==> config.mk <==
export PLATFORM = sky130hd
export DESIGN_NAME = seq_divider
export DESIGN_NICKNAME = d
export VERILOG_FILES = /design/src/rtl/cpu_pkg.sv /design/src/rtl/twos_negate.sv /design/src/rtl/seq_divider.sv
export SDC_FILE = /design/constraint.sdc
export NUM_CORES = 1
export LEC_CHECK = 0
export CAP_MARGIN = 20
export CELL_PAD_IN_SITES_DETAIL_PLACEMENT = 2
export CELL_PAD_IN_SITES_GLOBAL_PLACEMENT = 2
export CORE_ASPECT_RATIO = 1.4
export CORE_MARGIN = 1
export CORE_UTILIZATION = 37
export CTS_CLUSTER_DIAMETER = 40
export DETAILED_ROUTE_END_ITERATION = 10
export PLACE_DENSITY_LB_ADDON = 0.08
export RECOVER_POWER = 100
export SLEW_MARGIN = 20
export SYNTH_ARGS = -nofsm -noshare
export SYNTH_HDL_FRONTEND = slang
export SYNTH_SLANG_ARGS = --single-unit
==> constraint.sdc <==
create_clock -name clk -period 5.1 [get_ports clk]
set_input_delay 1.275 -clock clk [delete_from_list [all_inputs] [get_ports clk]]
set_output_delay 1.275 -clock clk [all_outputs]
set_load 0.1 [all_outputs]
==> src/rtl/cpu_pkg.sv <==
// cpu_pkg
//   Shared definitions for the EX-stage arithmetic units and the hazard unit.
//   Contents:
//     div_state_e    - sequential divider FSM states (2-bit encoding)
//     DIV_WIDTH      - default operand/result width of the divider
//     HILO_WSEL_*    - HI/LO write-select codes the hazard unit uses to track
//                      which of the HI/LO registers a pending op will write
package cpu_pkg;

    localparam int DIV_WIDTH = 32;

    typedef enum logic [1:0] {
        DIV_IDLE = 2'b00,
        DIV_CALC = 2'b01,
        DIV_FIX  = 2'b10
    } div_state_e;

    localparam logic [1:0] HILO_WSEL_NONE = 2'b00;
    localparam logic [1:0] HILO_WSEL_LO   = 2'b01;
    localparam logic [1:0] HILO_WSEL_HI   = 2'b10;
    localparam logic [1:0] HILO_WSEL_BOTH = 2'b11;

endpackage

==> src/rtl/twos_negate.sv <==
// twos_negate
//   Combinational two's complement negation (~x + 1). The divider uses it to
//   take operand magnitudes and to re-apply signs to the results.
//   Ports:
//     value_i  in   WIDTH  value to negate
//     neg_o    out  WIDTH  two's complement negation of value_i
module twos_negate #(
    parameter int WIDTH = 32
) (
    input  logic [WIDTH-1:0] value_i,
    output logic [WIDTH-1:0] neg_o
);

    assign neg_o = ~value_i + WIDTH'(1);

endmodule

==> src/rtl/seq_divider.sv <==
// seq_divider
//   Multi-cycle radix-2 restoring divider serving MIPS DIV/DIVU. Quotient is
//   the LO result and remainder the HI result. Latency is fixed (WIDTH+1
//   cycles from acceptance to done) for every operand value so the hazard
//   logic can count cycles instead of watching busy.
//   Ports:
//     clk        in   1      rising-edge clock
//     rst_n      in   1      asynchronous active-low reset
//     start      in   1      request, sampled only while idle
//     signed_op  in   1      1 = DIV (two's complement), 0 = DIVU
//     dividend   in   WIDTH  rs operand, captured on acceptance
//     divisor    in   WIDTH  rt operand, captured on acceptance
//     busy       out  1      high from the cycle after acceptance until done
//     done       out  1      one-cycle pulse, results valid from this cycle
//     quotient   out  WIDTH  LO result, held until the next completion
//     remainder  out  WIDTH  HI result, held until the next completion
//     div_zero   out  1      divisor was zero for the completed op
module seq_divider
    import cpu_pkg::*;
#(
    parameter int WIDTH = DIV_WIDTH,
    parameter int CNT_W = 6
) (
    input  logic             clk,
    input  logic             rst_n,
    input  logic             start,
    input  logic             signed_op,
    input  logic [WIDTH-1:0] dividend,
    input  logic [WIDTH-1:0] divisor,
    output logic             busy,
    output logic             done,
    output logic [WIDTH-1:0] quotient,
    output logic [WIDTH-1:0] remainder,
    output logic             div_zero
);

    localparam logic [CNT_W-1:0] LAST_STEP = CNT_W'(WIDTH - 1);

    div_state_e       state_q, state_d;
    logic [CNT_W-1:0] cnt_q, cnt_d;

    logic [WIDTH-1:0] rem_q;
    logic [WIDTH-1:0] quo_q;
    logic [WIDTH-1:0] dvsr_q;
    logic [WIDTH-1:0] dvnd_q;
    logic             dvnd_neg_q;
    logic             dvsr_neg_q;
    logic             zero_q;

    logic [WIDTH-1:0] quotient_q;
    logic [WIDTH-1:0] remainder_q;
    logic             div_zero_q;
    logic             done_q;

    logic             accept;
    logic             dvnd_neg;
    logic             dvsr_neg;
    logic [WIDTH-1:0] dvnd_negated;
    logic [WIDTH-1:0] dvsr_negated;
    logic [WIDTH-1:0] dvnd_mag;
    logic [WIDTH-1:0] dvsr_mag;
    logic [WIDTH-1:0] quo_negated;
    logic [WIDTH-1:0] rem_negated;

    logic [WIDTH:0]   shifted;
    logic             trial_ok;
    logic [WIDTH-1:0] trial;
    logic [WIDTH-1:0] rem_next;
    logic [WIDTH-1:0] quo_next;
    logic [WIDTH-1:0] quotient_fix;
    logic [WIDTH-1:0] remainder_fix;

    assign accept = (state_q == DIV_IDLE) && start;

    // Operand signs only matter for DIV; DIVU treats the MSB as magnitude.
    assign dvnd_neg = signed_op && dividend[WIDTH-1];
    assign dvsr_neg = signed_op && divisor[WIDTH-1];

    twos_negate #(.WIDTH(WIDTH)) u_neg_dvnd (.value_i(dividend), .neg_o(dvnd_negated));
    twos_negate #(.WIDTH(WIDTH)) u_neg_dvsr (.value_i(divisor),  .neg_o(dvsr_negated));
    twos_negate #(.WIDTH(WIDTH)) u_neg_quo  (.value_i(quo_q),    .neg_o(quo_negated));
    twos_negate #(.WIDTH(WIDTH)) u_neg_rem  (.value_i(rem_q),    .neg_o(rem_negated));

    assign dvnd_mag = dvnd_neg ? dvnd_negated : dividend;
    assign dvsr_mag = dvsr_neg ? dvsr_negated : divisor;

    // One restoring step. The partial remainder is always below the divisor,
    // so the shifted value fits WIDTH+1 bits and, whichever branch is taken,
    // the new remainder fits back into WIDTH bits. The subtraction can be
    // done modulo 2**WIDTH because it is only kept when it cannot underflow.
    assign shifted  = {rem_q, quo_q[WIDTH-1]};
    assign trial_ok = (shifted >= {1'b0, dvsr_q});
    assign trial    = shifted[WIDTH-1:0] - dvsr_q;
    assign rem_next = trial_ok ? trial : shifted[WIDTH-1:0];
    assign quo_next = {quo_q[WIDTH-2:0], trial_ok};

    // Sign fix-up. Divide-by-zero overrides the iterated result: quotient is
    // all ones and remainder is the untouched original dividend. The signed
    // most-negative / -1 case needs no special handling: its magnitude
    // quotient negates back onto itself.
    always_comb begin
        quotient_fix  = (dvnd_neg_q ^ dvsr_neg_q) ? quo_negated : quo_q;
        remainder_fix = dvnd_neg_q ? rem_negated : rem_q;
        if (zero_q) begin
            quotient_fix  = '1;
            remainder_fix = dvnd_q;
        end
    end

    // Next-state logic: IDLE waits for start, CALC runs exactly WIDTH
    // steps, FIX spends one cycle loading the results.
    always_comb begin
        state_d = state_q;
        cnt_d   = cnt_q;
        unique case (state_q)
            DIV_IDLE: begin
                if (start) begin
                    state_d = DIV_CALC;
                    cnt_d   = '0;
                end
            end
            DIV_CALC: begin
                cnt_d = cnt_q + 1'b1;
                if (cnt_q == LAST_STEP) begin
                    state_d = DIV_FIX;
                end
            end
            DIV_FIX: begin
                state_d = DIV_IDLE;
                cnt_d   = '0;
            end
            default: begin
                state_d = DIV_IDLE;
                cnt_d   = '0;
            end
        endcase
    end

    // State and iteration counter.
    always_ff @(posedge clk or negedge rst_n) begin
        if (!rst_n) begin
            state_q <= DIV_IDLE;
            cnt_q   <= '0;
        end else begin
            state_q <= state_d;
            cnt_q   <= cnt_d;
        end
    end

    // Datapath: operand capture on acceptance, one shift/subtract per CALC
    // cycle, and result registers that only change on the done edge.
    always_ff @(posedge clk or negedge rst_n) begin
        if (!rst_n) begin
            rem_q       <= '0;
            quo_q       <= '0;
            dvsr_q      <= '0;
            dvnd_q      <= '0;
            dvnd_neg_q  <= 1'b0;
            dvsr_neg_q  <= 1'b0;
            zero_q      <= 1'b0;
            quotient_q  <= '0;
            remainder_q <= '0;
            div_zero_q  <= 1'b0;
            done_q      <= 1'b0;
        end else begin
            done_q <= 1'b0;
            if (accept) begin
                rem_q      <= '0;
                quo_q      <= dvnd_mag;
                dvsr_q     <= dvsr_mag;
                dvnd_q     <= dividend;
                dvnd_neg_q <= dvnd_neg;
                dvsr_neg_q <= dvsr_neg;
                zero_q     <= (divisor == '0);
            end else if (state_q == DIV_CALC) begin
                rem_q <= rem_next;
                quo_q <= quo_next;
            end else if (state_q == DIV_FIX) begin
                quotient_q  <= quotient_fix;
                remainder_q <= remainder_fix;
                div_zero_q  <= zero_q;
                done_q      <= 1'b1;
            end
        end
    end

    assign busy      = (state_q != DIV_IDLE);
    assign done      = done_q;
    assign quotient  = quotient_q;
    assign remainder = remainder_q;
    assign div_zero  = div_zero_q;

endmodule

Word-level counts from Yosys, hierarchy flattened
Cells that the tools add are included.
Cells by class
  $add $sub $neg: 6
  order comparisons: 1
  equal/unequal tests: 5
  muxes and demuxes: 19
  bitwise operators: 7
  reductions and logical operators: 9
Operators with widths (count)
  32-bit two-way mux: 11
  32-bit by 1-bit adder with 32-bit output, second input constant: 4
  32-bit inverter: 4
  33-bit by 32-bit >= comparator with 1-bit output: 1
  32-bit logical NOT: 1
  32-bit subtractor: 1
  6-bit case mux with 2 select lines: 1
  6-bit by 1-bit adder with 6-bit output, second input constant: 1
  6-bit by 5-bit == test with 1-bit output, second input constant: 1
  6-bit two-way mux: 1
  2-bit two-way mux: 2
  2-bit != test, second input constant: 2
  2-bit case mux with 2 select lines: 1
  2-bit nonzero test: 2
  1-bit logical AND: 3
  1-bit two-way mux: 3
  3-bit AND reduction: 1
  2-bit by 1-bit == test with 1-bit output, second input constant: 1
  2-bit == test, second input constant: 1
  2-bit logical NOT: 1
  1-bit inverter: 2
  2-bit AND reduction: 1
  1-bit bitwise XOR: 1
Storage, ports and cells
  flip-flop bits (word level): 205
  bits of input ports: 68

Logic depth before layout (Yosys ltp)
  depth after elaboration: 4
  depth in mapped cells: 14
  depth with buffers taken out: 13

Cells and area by module
Synthesis repeated with hierarchy kept, for this count alone.
Unflattened totals
  cells, all modules: 1697
  area, all modules: 14346.3 sq um
By module, submodules not included
  seq_divider: times used 1, cells an instance 1365, area an instance 11798.8 sq um, sequential area each 5129.9 sq um
  twos_negate: times used 4, cells an instance 83, area an instance 636.9 sq um, sequential area each 0.0 sq um

Least setup slack after synthesis
OpenSTA, ideal clock, no wires.
  path type: input -> register
  start point: input port dividend[4]
  end point: register quo_q[28]
  arrival time: 3323 ps
  slack: 1695 ps
  stages on the path: 9
  cell sequence: nor4_1 -> nand2_1 -> nor3b_1 -> nor4bb_1 -> nand2_1 -> o31ai_1 -> xnor2_1 -> nor2_1 -> a31oi_1
Between the ends
  word-level cells in the longest chain between the ends: 4
RTL lines
  start: declaration: line seq_divider.sv:28  | input logic [WIDTH-1:0] dividend,
  32-bit inverter: line twos_negate.sv:14  | assign neg_o = ~value_i + WIDTH'(1);
  32-bit by 1-bit adder with 32-bit output: line twos_negate.sv:14
  32-bit two-way mux: line seq_divider.sv:84  | assign dvnd_mag = dvnd_neg ? dvnd_negated : dividend;
  32-bit two-way mux: line seq_divider.sv:167  | if (accept) begin
  end signal: assignment: line seq_divider.sv:169  | quo_q <= dvnd_mag;
  end signal: assignment: line seq_divider.sv:177  | quo_q <= quo_next;
  end: declaration: line seq_divider.sv:43  | logic [WIDTH-1:0] quo_q;
Every way passes these cells.
A chain may end at the register's enable or synchronous reset.

Final worst setup path
  start point: register rem_q[13]
  end point: register quo_q[0]
Between the ends
  word-level cells in the longest chain between the ends: 3
RTL lines
  start: declaration: line seq_divider.sv:42  | logic [WIDTH-1:0] rem_q;
  start signal: assignment: line seq_divider.sv:176  | rem_q <= rem_next;
  33-bit by 32-bit >= comparator with 1-bit output: line seq_divider.sv:92  | assign trial_ok = (shifted >= {1'b0, dvsr_q});
  32-bit two-way mux: line seq_divider.sv:175  | end else if (state_q == DIV_CALC) begin
  32-bit two-way mux: line seq_divider.sv:167
Every way passes these cells. The select of a mux whose other input is x is not followed.

==> impl_metrics.ini <==
[placed_design]
io_buffers = 134
gp_congestion = 0.847
hpwl_um = 33600
place_ws_ps = 539
dp_cells = 2044

[sta]
holdWs_ps = 473
rsz0062_at_grt = no
layout_setup_ws_ps = 762
layout_worst_path_cycle_share_pct = 85.1
relSlewSlack_pct = -91.6
fin_tns_setup_ps = 0
worst_pin_slew_ps = 2870
hold_violations = 0
fmax_mhz = 231
setup_viol = 0
drv_slew = 322
period_minus_slack_ps = 4340
skew_ps = 25.2

[power]
p_seq_share_pct = 29.8
share_comb_of_total_power_pct = 44.6
p_leak_nw = 6.34
p_switching_mw = 3.88
vdd_drop_max_mv = 0.214
swShare_pct = 43.2
p_clk_share_pct = 25.6
power_density_nw_per_um2 = 583
internal_power_mw = 5.11

[routing]
vias = 11639
avgViaCountPerCell = 5.54
drc_errors = 0
ant_nets = 0
first_pass_iters = 4
drtIter0Drc = 368
wl_per_cell_um = 21.5
finalWirelength_um = 45200

[grt]
grt_start_max_net_pins = 109
grtUsageTotal_pct = 26.8
grt_pass1_wl_um = 71700
grt-ovfl-total = 0
antenna_found_initial = 0
grt_pass1_vias = 12938

[job]
max_cap_viol_count = 5

[logic_synthesis]
ys_dominant_reg_cell = dfrtp_1
synth_fp_nets = 1639
postSynthCellCount = 1533
syn-cell-area_um2 = 12600
synth.distinct_cells = 66
synth_edf_count = 0
synth_warnings = 0
ys_seq_area_share_pct = 40.7
synth_seq_cells = 205
async_flop_share_pct = 100
synth.avg_cell_area_um2 = 8.21

[clocking]
clk_pin_slew_worst_paths_ps = 60
cts_resized = 0
cts-buffers-inserted = 31
cts_tree = built
htreeDepth = 1
insertion_delay_ps = 580
cts-root-buf = clkbuf_16
clock_path_buffers = 3
cts_setup_buffers = 0
cts-hold-fix-buffers = 0
cts_sinks = 205

[layout]
diodes = 0
fillers = 3773
layout-drive-gt1-share_pct = 5.20
instances_no_fill = 2100
layout_commonest_cell = nand2_1
area_growth_syn_to_layout_pct = 22.3
layout_common_cells = 267 x nand2_1, 204 x dfrtp_1, 141 x o21ai_0
nNetsFinal = 1738

[floorplanning]
ios = 135
die_width_um = 158
floorplan.core_area_um2 = 33400
die_area_um2 = 34800
fp.dieH_um = 220
fp-row-count = 79
initial_core_util_pct = 37.7

[worst_hold_path]
worstHoldStart = quotient[17]$_DFFE_PN0P_
min_to = quotient[17]$_DFFE_PN0P_
hold_depth = 2
worst_hold_path_type = register to register

[critical_path]
path_class = register to register
worstPathArrival_ps = 4750
reg2reg_depth = 11
critPathMaxStageDelay_ps = 800
crit_slowest_cell = clkbuf_2
r2r_slack_ps = 760
start_kind = register
cp_data_required_time_ps = 5510
r2r_start = rem_q[13]$_DFFE_PN0P_
worst-path-max-fanout = 34
path_cells = ha_1 -> a21oi_1 -> o21ai_0 -> or4_1 -> a311o_1 -> o21ai_1 -> a211o_1 -> a22o_1 -> clkbuf_2 -> or2_2 -> o221ai_1
r2r-end = quo_q[0]$_DFFE_PN0P_
end_kind = register

[outcome]
status = finished, violations left
violations = capacitance limit, slew limit
[registers in the layout (all words and copies together) (netlist names)]
name	count
done	1
dvsr_neg_q	1
dvnd_neg_q	1
quo_q	32
quotient	32
zero_q	1
state_q	2
dvnd_q	32
dvsr_q	32
cnt_q	6
rem_q	32
remainder	32
div_zero	1
[metrics by stage]
stage | utilization, % | power [mW] | instance area [um^2]
global route | 46.1 | 9.60 | 15400
finish | 46.1 | 8.99 | 15400
floorplan | - | 5.37 | 12600
CTS | 46.3 | 9.07 | 15500
global placement | 42.9 | 6.48 | 14300
detailed placement | 42.9 | 6.68 | 14300
[worst max path at each step]
stage          slack [ps]                       end                   start
2_1_floorplan        1690     quo_q[28]$_DFFE_PN0P_             dividend[4]
3_3_place_gp          720    dvsr_q[28]$_DFFE_PN0P_              divisor[2]
3_5_place_dp          540    dvsr_q[28]$_DFFE_PN0P_              divisor[2]
4_1_cts              1080    dvsr_q[28]$_DFFE_PN0P_              divisor[2]
5_1_grt               490  quotient[19]$_DFFE_PN0P_  state_q[0]$_DFFE_PN0P_
6_report              760      quo_q[0]$_DFFE_PN0P_   rem_q[13]$_DFFE_PN0P_
[metal layers]
layer  global-route usage, %  vias to the layer above  routed length (um)
li1                        -                     5519                   -
met1                    28.9                     5813               17400
met2                    51.8                      220               24600
met3                    3.17                       87                1420
met4                    11.4                        0                1780
met5                       0                        -                   0
[cells by family (layout without fill, tap and decap cells)]
logic type | Yosys count | after routing | share of synthesized area [%]
buffers and inverters | 142 | 264 | 4.29
muxes | 29 | 29 | 2.31
AOI/OAI and AO/OA | 399 | 399 | 18.4
xor gates and xnor gates | 147 | 147 | 10.2
DFF | 205 | 205 | 40.7
adders and majority gates | 38 | 38 | 3.84
and+or+nand+nor | 573 | 573 | 20.2
[worst max-delay path, delay by kind of cell (launching register included)]
kind	cells	cell delay [ps]
and+or+nand+nor	2	920
DFF	1	450
AOI/OAI and AO/OA	7	1570
buffers and inverters	1	800
adders and majority gates	1	420
[synth_stat cells, types with 8 or more instances]
| cell type | number | area share (%) |
|---|---|---|
| nand2_1 | 267 | 8.0 |
| dfrtp_1 | 205 | 41 |
| nor2_1 | 141 | 4.2 |
| o21ai_0 | 139 | 5.5 |
| a21oi_1 | 135 | 5.4 |
| xor2_1 | 79 | 5.5 |
| clkbuf_1 | 75 | 2.2 |
| xnor2_1 | 68 | 4.7 |
| inv_1 | 54 | 1.6 |
| nand3_1 | 48 | 1.9 |
| ha_1 | 37 | 3.7 |
| a31oi_1 | 31 | 1.5 |
| mux2i_1 | 29 | 2.3 |
| nor3_1 | 25 | 0.99 |
| o31ai_1 | 18 | 1.1 |
| and3_1 | 14 | 0.70 |
| nor4_1 | 13 | 0.65 |
| o211ai_1 | 11 | 0.66 |
| o41ai_1 | 11 | 0.77 |
| nand2b_1 | 10 | 0.50 |
| nor2b_1 | 8 | 0.40 |
| or4_1 | 8 | 0.48 |
[power groups by stage]
| stage | Combinational [mW] | Sequential (mW) | Clock [mW] |
|---|---|---|---|
| after floorplan | 2.97 | 2.40 | 0 |
| after global placement | 3.82 | 2.66 | 0 |
| after detailed placement | 3.99 | 2.69 | 0 |
| after CTS | 4.05 | 2.67 | 2.35 |
| after global routing | 4.46 | 2.74 | 2.40 |
| final | 4.01 | 2.68 | 2.30 |
[area by class of cell]
class / count / area, um^2 / share of cell area (%)
inverters: 54 / 203 / 1.32
clock inverters: 24 / 329 / 2.14
flip-flops and latches: 205 / 5130 / 33.3
repair buffers: 154 / 1470 / 9.55
multi-input cells: 1186 / 6920 / 44.9
clock buffers: 32 / 790 / 5.13
well taps: 445 / 557 / 3.61
Power figures use the tool's default switching activity.
==> variant 1: new RTL, config.mk and constraints unchanged <==
Encoding of `div_state_e`: now one-hot (3 bits for 3 states).
--- a/src/rtl/cpu_pkg.sv
+++ b/src/rtl/cpu_pkg.sv
@@ -9,10 +9,10 @@
 
     localparam int DIV_WIDTH = 32;
 
-    typedef enum logic [1:0] {
-        DIV_IDLE = 2'b00,
-        DIV_CALC = 2'b01,
-        DIV_FIX  = 2'b10
+    typedef enum logic [2:0] {
+        DIV_IDLE = 3'b001,
+        DIV_CALC = 3'b010,
+        DIV_FIX  = 3'b100
     } div_state_e;
 
     localparam logic [1:0] HILO_WSEL_NONE = 2'b00;
Formal check against the unedited RTL: no difference found for any inputs over 10 cycles, from zero or initial values and one cycle with rst_n low; not proved beyond that.
==> variant 1 against the original RTL <==
The run still ends with max-capacitance violations, max-slew violations left. Power down 11%. Critical path depth down 1. Area after synthesis up 1.1%. Sequential cell count up 1. Worst setup slack worse by 0.10 ns. Routed wire length down 8.8%. Design area up 0.14%. Sequential power down 6%. Clock power down 5%. Critical endpoint is now rem_q[12]$_DFFE_PN0N_. Highest routed layer unchanged.
==> variant 1: results (changes against the original RTL) <==
status: "finished with violations"
violations: "max-capacitance violations, max-slew violations"
ys_seq_elements: 206  # +0.49%
drtIter0Drc: 300  # -18%
dpl.hpwl_um: 30100  # -10%
vias: 11600  # -0.47%
use_met3: 0.0266  # -0.00511
fin_worst_skew_ns: 0.0272  # +0.00199 ns
gr-usage-met2: 0.464  # -0.0541
place_area_um2: 14500  # +0.82%
crit_fanout: 38  # +12%
met1_usage: 0.261  # -0.0275
track_usage: 0.238  # -0.0301
gp_congestion: 0.859  # +1.5%
drive_above_1_share: 0.0469  # -0.00502
ys_top_cells_by_count: "292 x nand2_1, 205 x dfrtp_1, 159 x o21ai_0"
rr_endpoint: "rem_q[12]$_DFFE_PN0N_"
netlist_top_cells_area: "dfrtp_1 40%, nand2_1 8.6%, o21ai_0 6.3%"
r2r_start: "rem_q[7]$_DFFE_PN0N_"
antenna_found_initial: 0  # unchanged
grt_max_degree: 98  # -10%
hold_end: "remainder[25]$_DFFE_PN0P_"
fin_nets: 1765  # +1.6%
numCtsBuffers: 30  # -3.2%
synth_cell_types: 65  # -1.5%
slew_viol_final: 371  # +15%
wire_per_inst_um: 19.3  # -10%
r2r_cells: 10  # -1
synth_nets: 1666  # +1.6%
yosysSeqAreaShare: 0.405  # -0.00226
max_cap_viol_count: 6  # +1
ir_drop_uv: 258  # +21%
worstMarginPinSlew_ns: 2.84  # -0.0325 ns
variant 1: worst max-delay path: stages, from the launching register on:
cell	delay, ns
dfrtp_1	0.45
ha_1	0.39
a21oi_1	0.21
o21a_1	0.18
nor3b_1	0.06
o311ai_0	0.74
a211oi_1	0.34
o21ai_1	1.14
buf_12	0.30
mux2i_1	0.24
o21ai_0	0.11
variant 1: per-stage QoR:
stage          cells  setup WS [ns]
6_report        2134          0.658
5_1_grt         2134          0.423
4_1_cts         2134          0.980
3_5_place_dp    2078          0.434
3_3_place_gp    2078          0.560
2_1_floorplan   1560           1.43
variant 1: cell families after synthesis:
family                     after synthesis  share of synthesized area
AOI/OAI and AO/OA                      428                      0.196
xor gates and xnor gates               148                      0.102
adders and majority gates               38                     0.0380
buffers and inverters                  144                     0.0481
DFF                                    206                      0.405
muxes                                   12                    0.00944
and+or+nand+nor                        584                      0.202
variant 1: power by group:
group | switching [mW] | leakage, nW | total [mW] | internal [mW]
sequential | 0.466 | 2.68 | 2.52 | 2.06
combinational | 2.02 | 3.92 | 3.25 | 1.24
clock | 0.783 | 0.512 | 2.19 | 1.41
total | 3.27 | 7.11 | 7.97 | 4.70
variant 1: area by class of cell:
class	instances	area, µm²
Timing Repair Buffer	153	1470
Tap cell	451	564
Clock buffer	41	843
Fill cell	3731	18500
Sequential cell	206	5160
Clock inverter	15	215
Multi-Input combinational cell	1210	6950
Inverter	58	218
variant 1: routing by layer:
layer | vias up | part of all wire
met5 | - | 0
met4 | 0 | 0.030
met3 | 71 | 0.026
met2 | 179 | 0.55
met1 | 5751 | 0.39
li1 | 5583 | -
==> variant 2: new RTL, same flow settings <==
Made on the original files. Change the parameter `CNT_W` from 6 to 12.
--- a/src/rtl/seq_divider.sv
+++ b/src/rtl/seq_divider.sv
@@ -19,7 +19,7 @@
     import cpu_pkg::*;
 #(
     parameter int WIDTH = DIV_WIDTH,
-    parameter int CNT_W = 6
+    parameter int CNT_W = 12
 ) (
     input  logic             clk,
     input  logic             rst_n,
Behaviour: no difference found for any inputs over 10 cycles, from zero or initial values and one cycle with rst_n low; that may be too few to reach the edited logic, so the function may still have changed.
==> variant 2 against the original RTL <==
The flow still finishes with violations (max-capacitance violations, max-slew violations). Routed wire length up 0.22%. Count of clock-buffer cells in the layout up 5. Clock power down 7%. Power up 2.1%. Area after synthesis up 5.2%. Final cell count up 4.4%. Global-route usage down 1.2 points. Design area up 3.3%. Worst setup slack worse by 0.059 ns. Utilization down 0.71 points. Sequential cell count up 6. Largest cell class unchanged. Largest power group unchanged. Highest routed layer unchanged.
==> variant 2: results (changes against the original RTL) <==
status: "finished with violations"
violations: "max-capacitance violations, max-slew violations"
crit_fanout: 4  # -88%
wl_met3_um: 1050  # -26%
first_global_vias: 13400  # +3.8%
ys_top_cells_by_count: "292 x nand2_1, 211 x dfrtp_1, 170 x o21ai_0"
cp_slowest_cell: "nor4_1"
powerClk_mw: 2.13  # -7%
netlist_top_cells_area: "dfrtp_1 40%, nand2_1 8.3%, o21ai_0 6.4%"
leakage_nw: 6.67  # +5.2%
power_switching_mw: 4.03  # +3.9%
synthXorXnorAreaFrac: 0.0926  # -0.00970
crit_family: "simple AND/OR/NAND/NOR gates"
r2r_cells: 9  # -2
grt_max_degree: 105  # -3.7%
use_met3: 0.0217  # -0.0101
dpl.hpwl_um: 33700  # +0.22%
fin_nets: 1819  # +4.7%
yosysSeqAreaShare: 0.399  # -0.00887
rr_endpoint: "rem_q[13]$_DFFE_PN0P_"
rrSetupSlack_ns: 0.86  # +0.10 ns
period_share: 0.862  # +0.0115
met1_usage: 0.294  # +0.00471
slew_viol_final: 268  # -17%
cpPeakStageDelay_ns: 0.73  # -0.07 ns
r2r_start: "rem_q[30]$_DFFE_PN0P_"
synth_nets: 1724  # +5.2%
gp_congestion: 0.859  # +1.4%
relSlewSlack: -0.957  # -0.0408
place_area_um2: 15000  # +4.4%
wl_met1_um: 18400  # +5.8%
seq_cell_power_mw: 2.72  # +1%
drive_above_1_share: 0.0524  # +0.000425
max_cap_viol_count: 4  # -1
synth_adder_area_share: 0.0365  # -0.00190
gr-usage-met2: 0.484  # -0.0338
endpoint: "quo_q[30]$_DFFE_PN0P_"
pre_cts_ws_ns: 0.533  # -0.00593 ns
vias: 12300  # +5.3%
fin_worst_skew_ns: 0.0151  # -0.0101 ns
fillers: 3984  # +5.6%
startpoint: "dividend[0]"
finalNonFillerCells: 2193  # +4.4%
hold_end: "quotient[24]$_DFFE_PN0P_"
## variant 2: logic make-up after synthesis
group | Yosys count
AOI/OAI and AO/OA | 436
xor gates and xnor gates | 140
adders and majority gates | 38
buffers and inverters | 144
DFF | 211
muxes | 27
and+or+nand+nor | 622
## variant 2: worst register-to-register path, delay by kind of cell, from the launching register on
family / cells / cell delay (ns)
and+or+nand+nor: 3 / 1.06
AOI/OAI and AO/OA: 3 / 0.74
DFF: 1 / 0.46
adders and majority gates: 1 / 0.42
buffers and inverters: 1 / 1.11
muxes: 1 / 0.31
## variant 2: layout make-up
cell class / count / area (µm²) / area share
Timing Repair Buffer: 150 / 1470 / 0.0922
Tap cell: 456 / 571 / 0.0358
Multi-Input combinational cell: 1263 / 7370 / 0.463
Clock buffer: 37 / 828 / 0.0520
Inverter: 56 / 210 / 0.0132
Clock inverter: 20 / 195 / 0.0123
Sequential cell: 211 / 5280 / 0.332
